## src/rtl/uart_rx_fifo.sv

```systemverilog
// rtl/uart_rx_fifo.sv - 8N1 UART receiver with 16x oversampling and a FWFT byte FIFO.
// Sticky framing/overrun flags are held until clr_err or reset.
module uart_rx_fifo #(
  parameter int CLK_FREQ   = 27000000,
  parameter int BAUD       = 9600,
  parameter int OVERSAMPLE = 16,
  parameter int FIFO_DEPTH = 4
) (
  input  logic       clk,
  input  logic       rst,
  input  logic       rx,
  input  logic       rd_en,
  input  logic       clr_err,
  output logic [7:0] rx_data,
  output logic       rx_valid,
  output logic       rx_full,
  output logic       frame_err,
  output logic       overrun
);

  localparam int DIV = CLK_FREQ / (BAUD * OVERSAMPLE);
  localparam int DW  = (DIV > 1) ? $clog2(DIV) : 1;
  localparam int PW  = (FIFO_DEPTH > 1) ? $clog2(FIFO_DEPTH) : 1;
  localparam logic [3:0]  MID_TICK  = 4'(OVERSAMPLE / 2 - 1);
  localparam logic [3:0]  LAST_TICK = 4'(OVERSAMPLE - 1);
  localparam logic [DW-1:0] DIV_LAST = DW'(DIV - 1);
  localparam logic [PW:0] FULL_CNT  = (PW + 1)'(FIFO_DEPTH);

  typedef enum logic [1:0] {IDLE, START, DATA, STOP} state_t;

  state_t          state;
  logic            rx_meta;
  logic            rx_s;
  logic            rx_prev;
  logic [DW-1:0]   div_cnt;
  logic [3:0]      tick_cnt;
  logic [2:0]      bit_idx;
  logic [7:0]      shift;
  logic            tick;
  logic            fall;
  logic            stop_sample;
  logic            push;
  logic            ferr_set;

  logic [7:0]      mem [FIFO_DEPTH];
  logic [PW-1:0]   wr_ptr;
  logic [PW-1:0]   rd_ptr;
  logic [PW:0]     count;
  logic            do_pop;
  logic            do_push;
  logic            ovr_set;

  always_ff @(posedge clk or posedge rst) begin
    if (rst) begin
      rx_meta <= 1'b1;
      rx_s    <= 1'b1;
      rx_prev <= 1'b1;
    end else begin
      rx_meta <= rx;
      rx_s    <= rx_meta;
      rx_prev <= rx_s;
    end
  end

  // A falling edge only counts when the line was seen high first, so a held
  // break cannot re-arm the receiver until the line returns to idle.
  assign fall = (state == IDLE) && rx_prev && !rx_s;
  assign tick = (div_cnt == DIV_LAST);

  always_ff @(posedge clk or posedge rst) begin
    if (rst) begin
      div_cnt <= '0;
    end else if (fall || tick) begin
      div_cnt <= '0;
    end else begin
      div_cnt <= div_cnt + DW'(1);
    end
  end

  assign stop_sample = (state == STOP) && tick && (tick_cnt == LAST_TICK);
  assign push        = stop_sample && rx_s;
  assign ferr_set    = stop_sample && !rx_s;

  always_ff @(posedge clk or posedge rst) begin
    if (rst) begin
      state    <= IDLE;
      tick_cnt <= '0;
      bit_idx  <= '0;
      shift    <= '0;
    end else begin
      case (state)
        IDLE: begin
          if (fall) begin
            tick_cnt <= '0;
            state    <= START;
          end
        end
        START: begin
          if (tick) begin
            if (tick_cnt == MID_TICK) begin
              tick_cnt <= '0;
              bit_idx  <= '0;
              state    <= rx_s ? IDLE : DATA;
            end else begin
              tick_cnt <= tick_cnt + 4'd1;
            end
          end
        end
        DATA: begin
          if (tick) begin
            if (tick_cnt == LAST_TICK) begin
              tick_cnt       <= '0;
              shift[bit_idx] <= rx_s;
              if (bit_idx == 3'd7) begin
                state <= STOP;
              end else begin
                bit_idx <= bit_idx + 3'd1;
              end
            end else begin
              tick_cnt <= tick_cnt + 4'd1;
            end
          end
        end
        STOP: begin
          if (tick) begin
            if (tick_cnt == LAST_TICK) begin
              tick_cnt <= '0;
              state    <= IDLE;
            end else begin
              tick_cnt <= tick_cnt + 4'd1;
            end
          end
        end
        default: state <= IDLE;
      endcase
    end
  end

  assign rx_valid = (count != '0);
  assign rx_full  = (count == FULL_CNT);
  assign do_pop   = rd_en && rx_valid;
  // A pop in the same cycle frees the slot, so a push into a full FIFO is legal then.
  assign do_push  = push && (!rx_full || do_pop);
  assign ovr_set  = push && rx_full && !do_pop;
  assign rx_data  = rx_valid ? mem[rd_ptr] : 8'h00;

  always_ff @(posedge clk) begin
    if (do_push) begin
      mem[wr_ptr] <= shift;
    end
  end

  always_ff @(posedge clk or posedge rst) begin
    if (rst) begin
      wr_ptr <= '0;
      rd_ptr <= '0;
      count  <= '0;
    end else begin
      if (do_push) begin
        wr_ptr <= wr_ptr + PW'(1);
      end
      if (do_pop) begin
        rd_ptr <= rd_ptr + PW'(1);
      end
      case ({do_push, do_pop})
        2'b10:   count <= count + (PW + 1)'(1);
        2'b01:   count <= count - (PW + 1)'(1);
        default: count <= count;
      endcase
    end
  end

  always_ff @(posedge clk or posedge rst) begin
    if (rst) begin
      frame_err <= 1'b0;
      overrun   <= 1'b0;
    end else begin
      if (ferr_set) begin
        frame_err <= 1'b1;
      end else if (clr_err) begin
        frame_err <= 1'b0;
      end
      if (ovr_set) begin
        overrun <= 1'b1;
      end else if (clr_err) begin
        overrun <= 1'b0;
      end
    end
  end

endmodule

```

## config.mk

```make
export PLATFORM = sky130hd
export DESIGN_NAME = uart_rx_fifo
export DESIGN_NICKNAME = d
export VERILOG_FILES = /design/src/rtl/uart_rx_fifo.sv
export SDC_FILE = /design/constraint.sdc
export NUM_CORES = 1
export LEC_CHECK = 0
export CAP_MARGIN = 10
export CORE_UTILIZATION = 30
export DETAILED_ROUTE_END_ITERATION = 12
export GPL_TIMING_DRIVEN = 0
export HOLD_SLACK_MARGIN = 0.05
export PLACE_DENSITY_LB_ADDON = 0.15
export SLEW_MARGIN = 10
export SYNTH_ARGS = -nofsm -noshare
export SYNTH_HDL_FRONTEND = slang
export SYNTH_SLANG_ARGS = --single-unit
```

## constraint.sdc

```tcl
create_clock -name clk -period 2.8 [get_ports clk]
set_clock_uncertainty 0.2 [all_clocks]
set_input_delay 0.56 -clock clk [delete_from_list [all_inputs] [get_ports clk]]
set_output_delay 0.56 -clock clk [all_outputs]
set_load 0.02 [all_outputs]
```

==> flow_metrics.tcl <==
set metrics [dict create \
    io_pins 17 \
    overflow 0 \
    dieArea_sq_um 11100 \
    layout_common_cells "32 x dfrtp_1, 32 x edfxtp_1, 24 x nand2_1" \
    post_synth_num_cell_types 50 \
    via_per_inst 4.60 \
    remaining_drc_errors 0 \
    nNetsFinal 289 \
    worstPathMaxFanout 11 \
    ir_drop_v 0.000334 \
    rsz0062_at_grt "no" \
    hold_slack_ps 156 \
    cts_buffers 9 \
    fill_cells 1007 \
    synthesis.area_sq_um 3210 \
    gp_congestion 0.689 \
    clock_latency_ps 330 \
    ff2ff_path_depth 7 \
    hold_path_startpoint "rx_meta" \
    crit_path_start "count[2]" \
    drt_iter0_drc 98 \
    path_clk_slew_ps 70 \
    coreArea_sq_um 10300 \
    fin_setup_tns_ps 0 \
    crit_type "reg -> out" \
    die_x_um 105 \
    regArea_sq_um 1890 \
    slew_viol_final 0 \
    syn_nets 263 \
    grt_max_degree 33 \
    grt_pass1_wl_um 9890 \
    antenna_found_initial 0 \
    finalSetupViolCount 0 \
    routedWlPerCell_um 13.8 \
    rows 37 \
    vias 1907 \
    yosys_most_used_dff "dfrtp_1" \
    required_ps 2040 \
    async_reset_ff_share_pct 53.6 \
    r2r-start "div_cnt[0]" \
    p_total_mw 2.56 \
    wl_um 5710 \
    diodes 0 \
    port_buffers 15 \
    met2_usage_pct 17.7 \
    status "complete, no violations" \
    synth_area_per_cell_sq_um 12.9 \
    finalCriticalPeriod_ps 2640 \
    area_growth_pct 16.6 \
    min_period_over_period_pct 94.1 \
    root_buffer "clkbuf_8" \
    cts_htree_levels 3 \
    tightest_slew_ps 490 \
    clockBufferDepth 2 \
    start_util_pct 31.1 \
    postRouteAntennaNets 0 \
    powerDensity_nw_per_um2 685 \
    grt.busiest_layer "met2" \
    die_y_um 105 \
    use_met1_pct 15.2 \
    crit_path_start_kind "register" \
    yosysSeqAreaShare_pct 59.0 \
    track_usage_pct 11.5 \
    hp-class "reg -> reg" \
    multiInputGateArea_sq_um 1240 \
    synth_edf_count 32 \
    yosys_warnings 0 \
    drt-pass1-iter-count 4 \
    cap_violations 0 \
    cp.arrival_ps 1880 \
    dpl.hpwl_um 3840 \
    slew_headroom_pct 67.2 \
    design_area_sq_um 3740 \
    syn_inst 248 \
    clock.fmax_ghz 0.379 \
    ys_seq_elements 69 \
    grt_pass1_vias 1954 \
    p_leak_nw 1.64 \
    cts_tree "built" \
    finalHoldViolCount 0 \
    postPlaceCellArea_sq_um 3550 \
    use_met3_pct 3.53 \
    drive_above_1_share_pct 20.1 \
    hold_depth 0 \
    clock_sinks 69 \
    crit_path_end_kind "output pin" \
]
[metrics by stage]
| step | instances | worst slack (ps) | utilization, % |
|---|---|---|---|
| after floorplan | 248 | 264 | - |
| after global placement | 399 | -8.45 | 34.2 |
| after detailed placement | 400 | -5.91 | 34.4 |
| after CTS | 415 | 2.81 | 36.1 |
| after global routing | 415 | 6.95 | 36.2 |
| final | 415 | 165 | 36.2 |
[critical path, cell delays in order (launching register included)]
cell and delay, ps:
dfrtp_2 460, or2_2 340, nor2_1 170, inv_2 120, and2_1 150, dlygate4sd2_1 310
[Yosys cell counts (2+ instances only)]
| cell type | n | area (sq um) |
|---|---|---|
| nand3_1 | 11 | 55.1 |
| dfrtp_1 | 34 | 851 |
| and2_1 | 14 | 87.6 |
| a21oi_1 | 3 | 15.0 |
| and3_1 | 3 | 18.8 |
| nor2_1 | 16 | 60.1 |
| o21ai_0 | 15 | 75.1 |
| clkbuf_1 | 4 | 15.0 |
| o32ai_1 | 2 | 17.5 |
| inv_1 | 8 | 30.0 |
| nand2b_1 | 2 | 12.5 |
| nor3_1 | 2 | 10.0 |
| o31ai_1 | 3 | 22.5 |
| xor2_1 | 4 | 35.0 |
| or4_1 | 2 | 15.0 |
| buf_2 | 4 | 20.0 |
| nor2b_1 | 4 | 25.0 |
| dfstp_2 | 3 | 78.8 |
| nand4_1 | 5 | 31.3 |
| edfxtp_1 | 32 | 961 |
| ha_1 | 9 | 113 |
| mux4_2 | 8 | 180 |
| mux2_2 | 6 | 67.6 |
| xnor2_1 | 5 | 43.8 |
| nand2_1 | 24 | 90.1 |
[layout make-up]
class	count	area share, %
well taps	136	4.55
inverters	8	0.803
clock inverters	5	1.37
repair buffers	17	4.55
multi-input cells	161	33.2
flip-flops and latches	69	50.6
clock buffers	11	3.51
plain buffers	8	1.41
[metal layers]
| layer | share of wire, % | vias up |
|---|---|---|
| met4 | 1.1 | 0 |
| met2 | 46 | 22 |
| met5 | 0 | - |
| met3 | 3.2 | 6 |
| met1 | 49 | 921 |
| li1 | - | 958 |
[registers in the layout (all words and copies together) (netlist names), named ones only]
signal,flops
rx_prev,1
shift,8
state,1
rx_meta,1
wr_ptr,2
frame_err,1
rx_s,1
rd_ptr,2
bit_idx,3
count,3
div_cnt,8
mem,32
overrun,1
tick_cnt,4
[kinds of logic (layout without fill, tap and decap cells)]
group	after synthesis	in the layout	share of synthesized area, %
AO/OA/AOI/OAI	34	34	7.30
XOR/XNOR	9	9	2.46
flip-flops	69	69	59.0
buffers and inverters	18	49	2.61
AND/OR/NAND/NOR	93	93	16.5
adder cells (fa/ha/maj)	10	10	4.14
multiplexers	15	15	8.04
[worst paths after layout]
check                              to  slack [ps]
min in group asynchronous    count[2]         230
min                              rx_s         160
min reg2reg                      rx_s         160
max reg2reg                 mem[2][6]         190
max in group asynchronous     rx_meta        1690
max                        rx_data[7]         160
[report_power, final]
group	internal [mW]	switching, mW	total [mW]
logic	0.250	0.280	0.530
registers	1.14	0.127	1.27
clock network	0.406	0.359	0.765
total	1.80	0.767	2.56
[what timing repair did]
| item | in CTS | in global routing |
|---|---|---|
| hold buffers | 0 | 0 |
| pin swaps | 1 | 0 |
| setup buffers | 1 | 0 |
| resized for setup | 13 | 6 |
| setup endpoints to repair | 10 | 34 |
No activity file was read; power rests on OpenSTA's default activity.
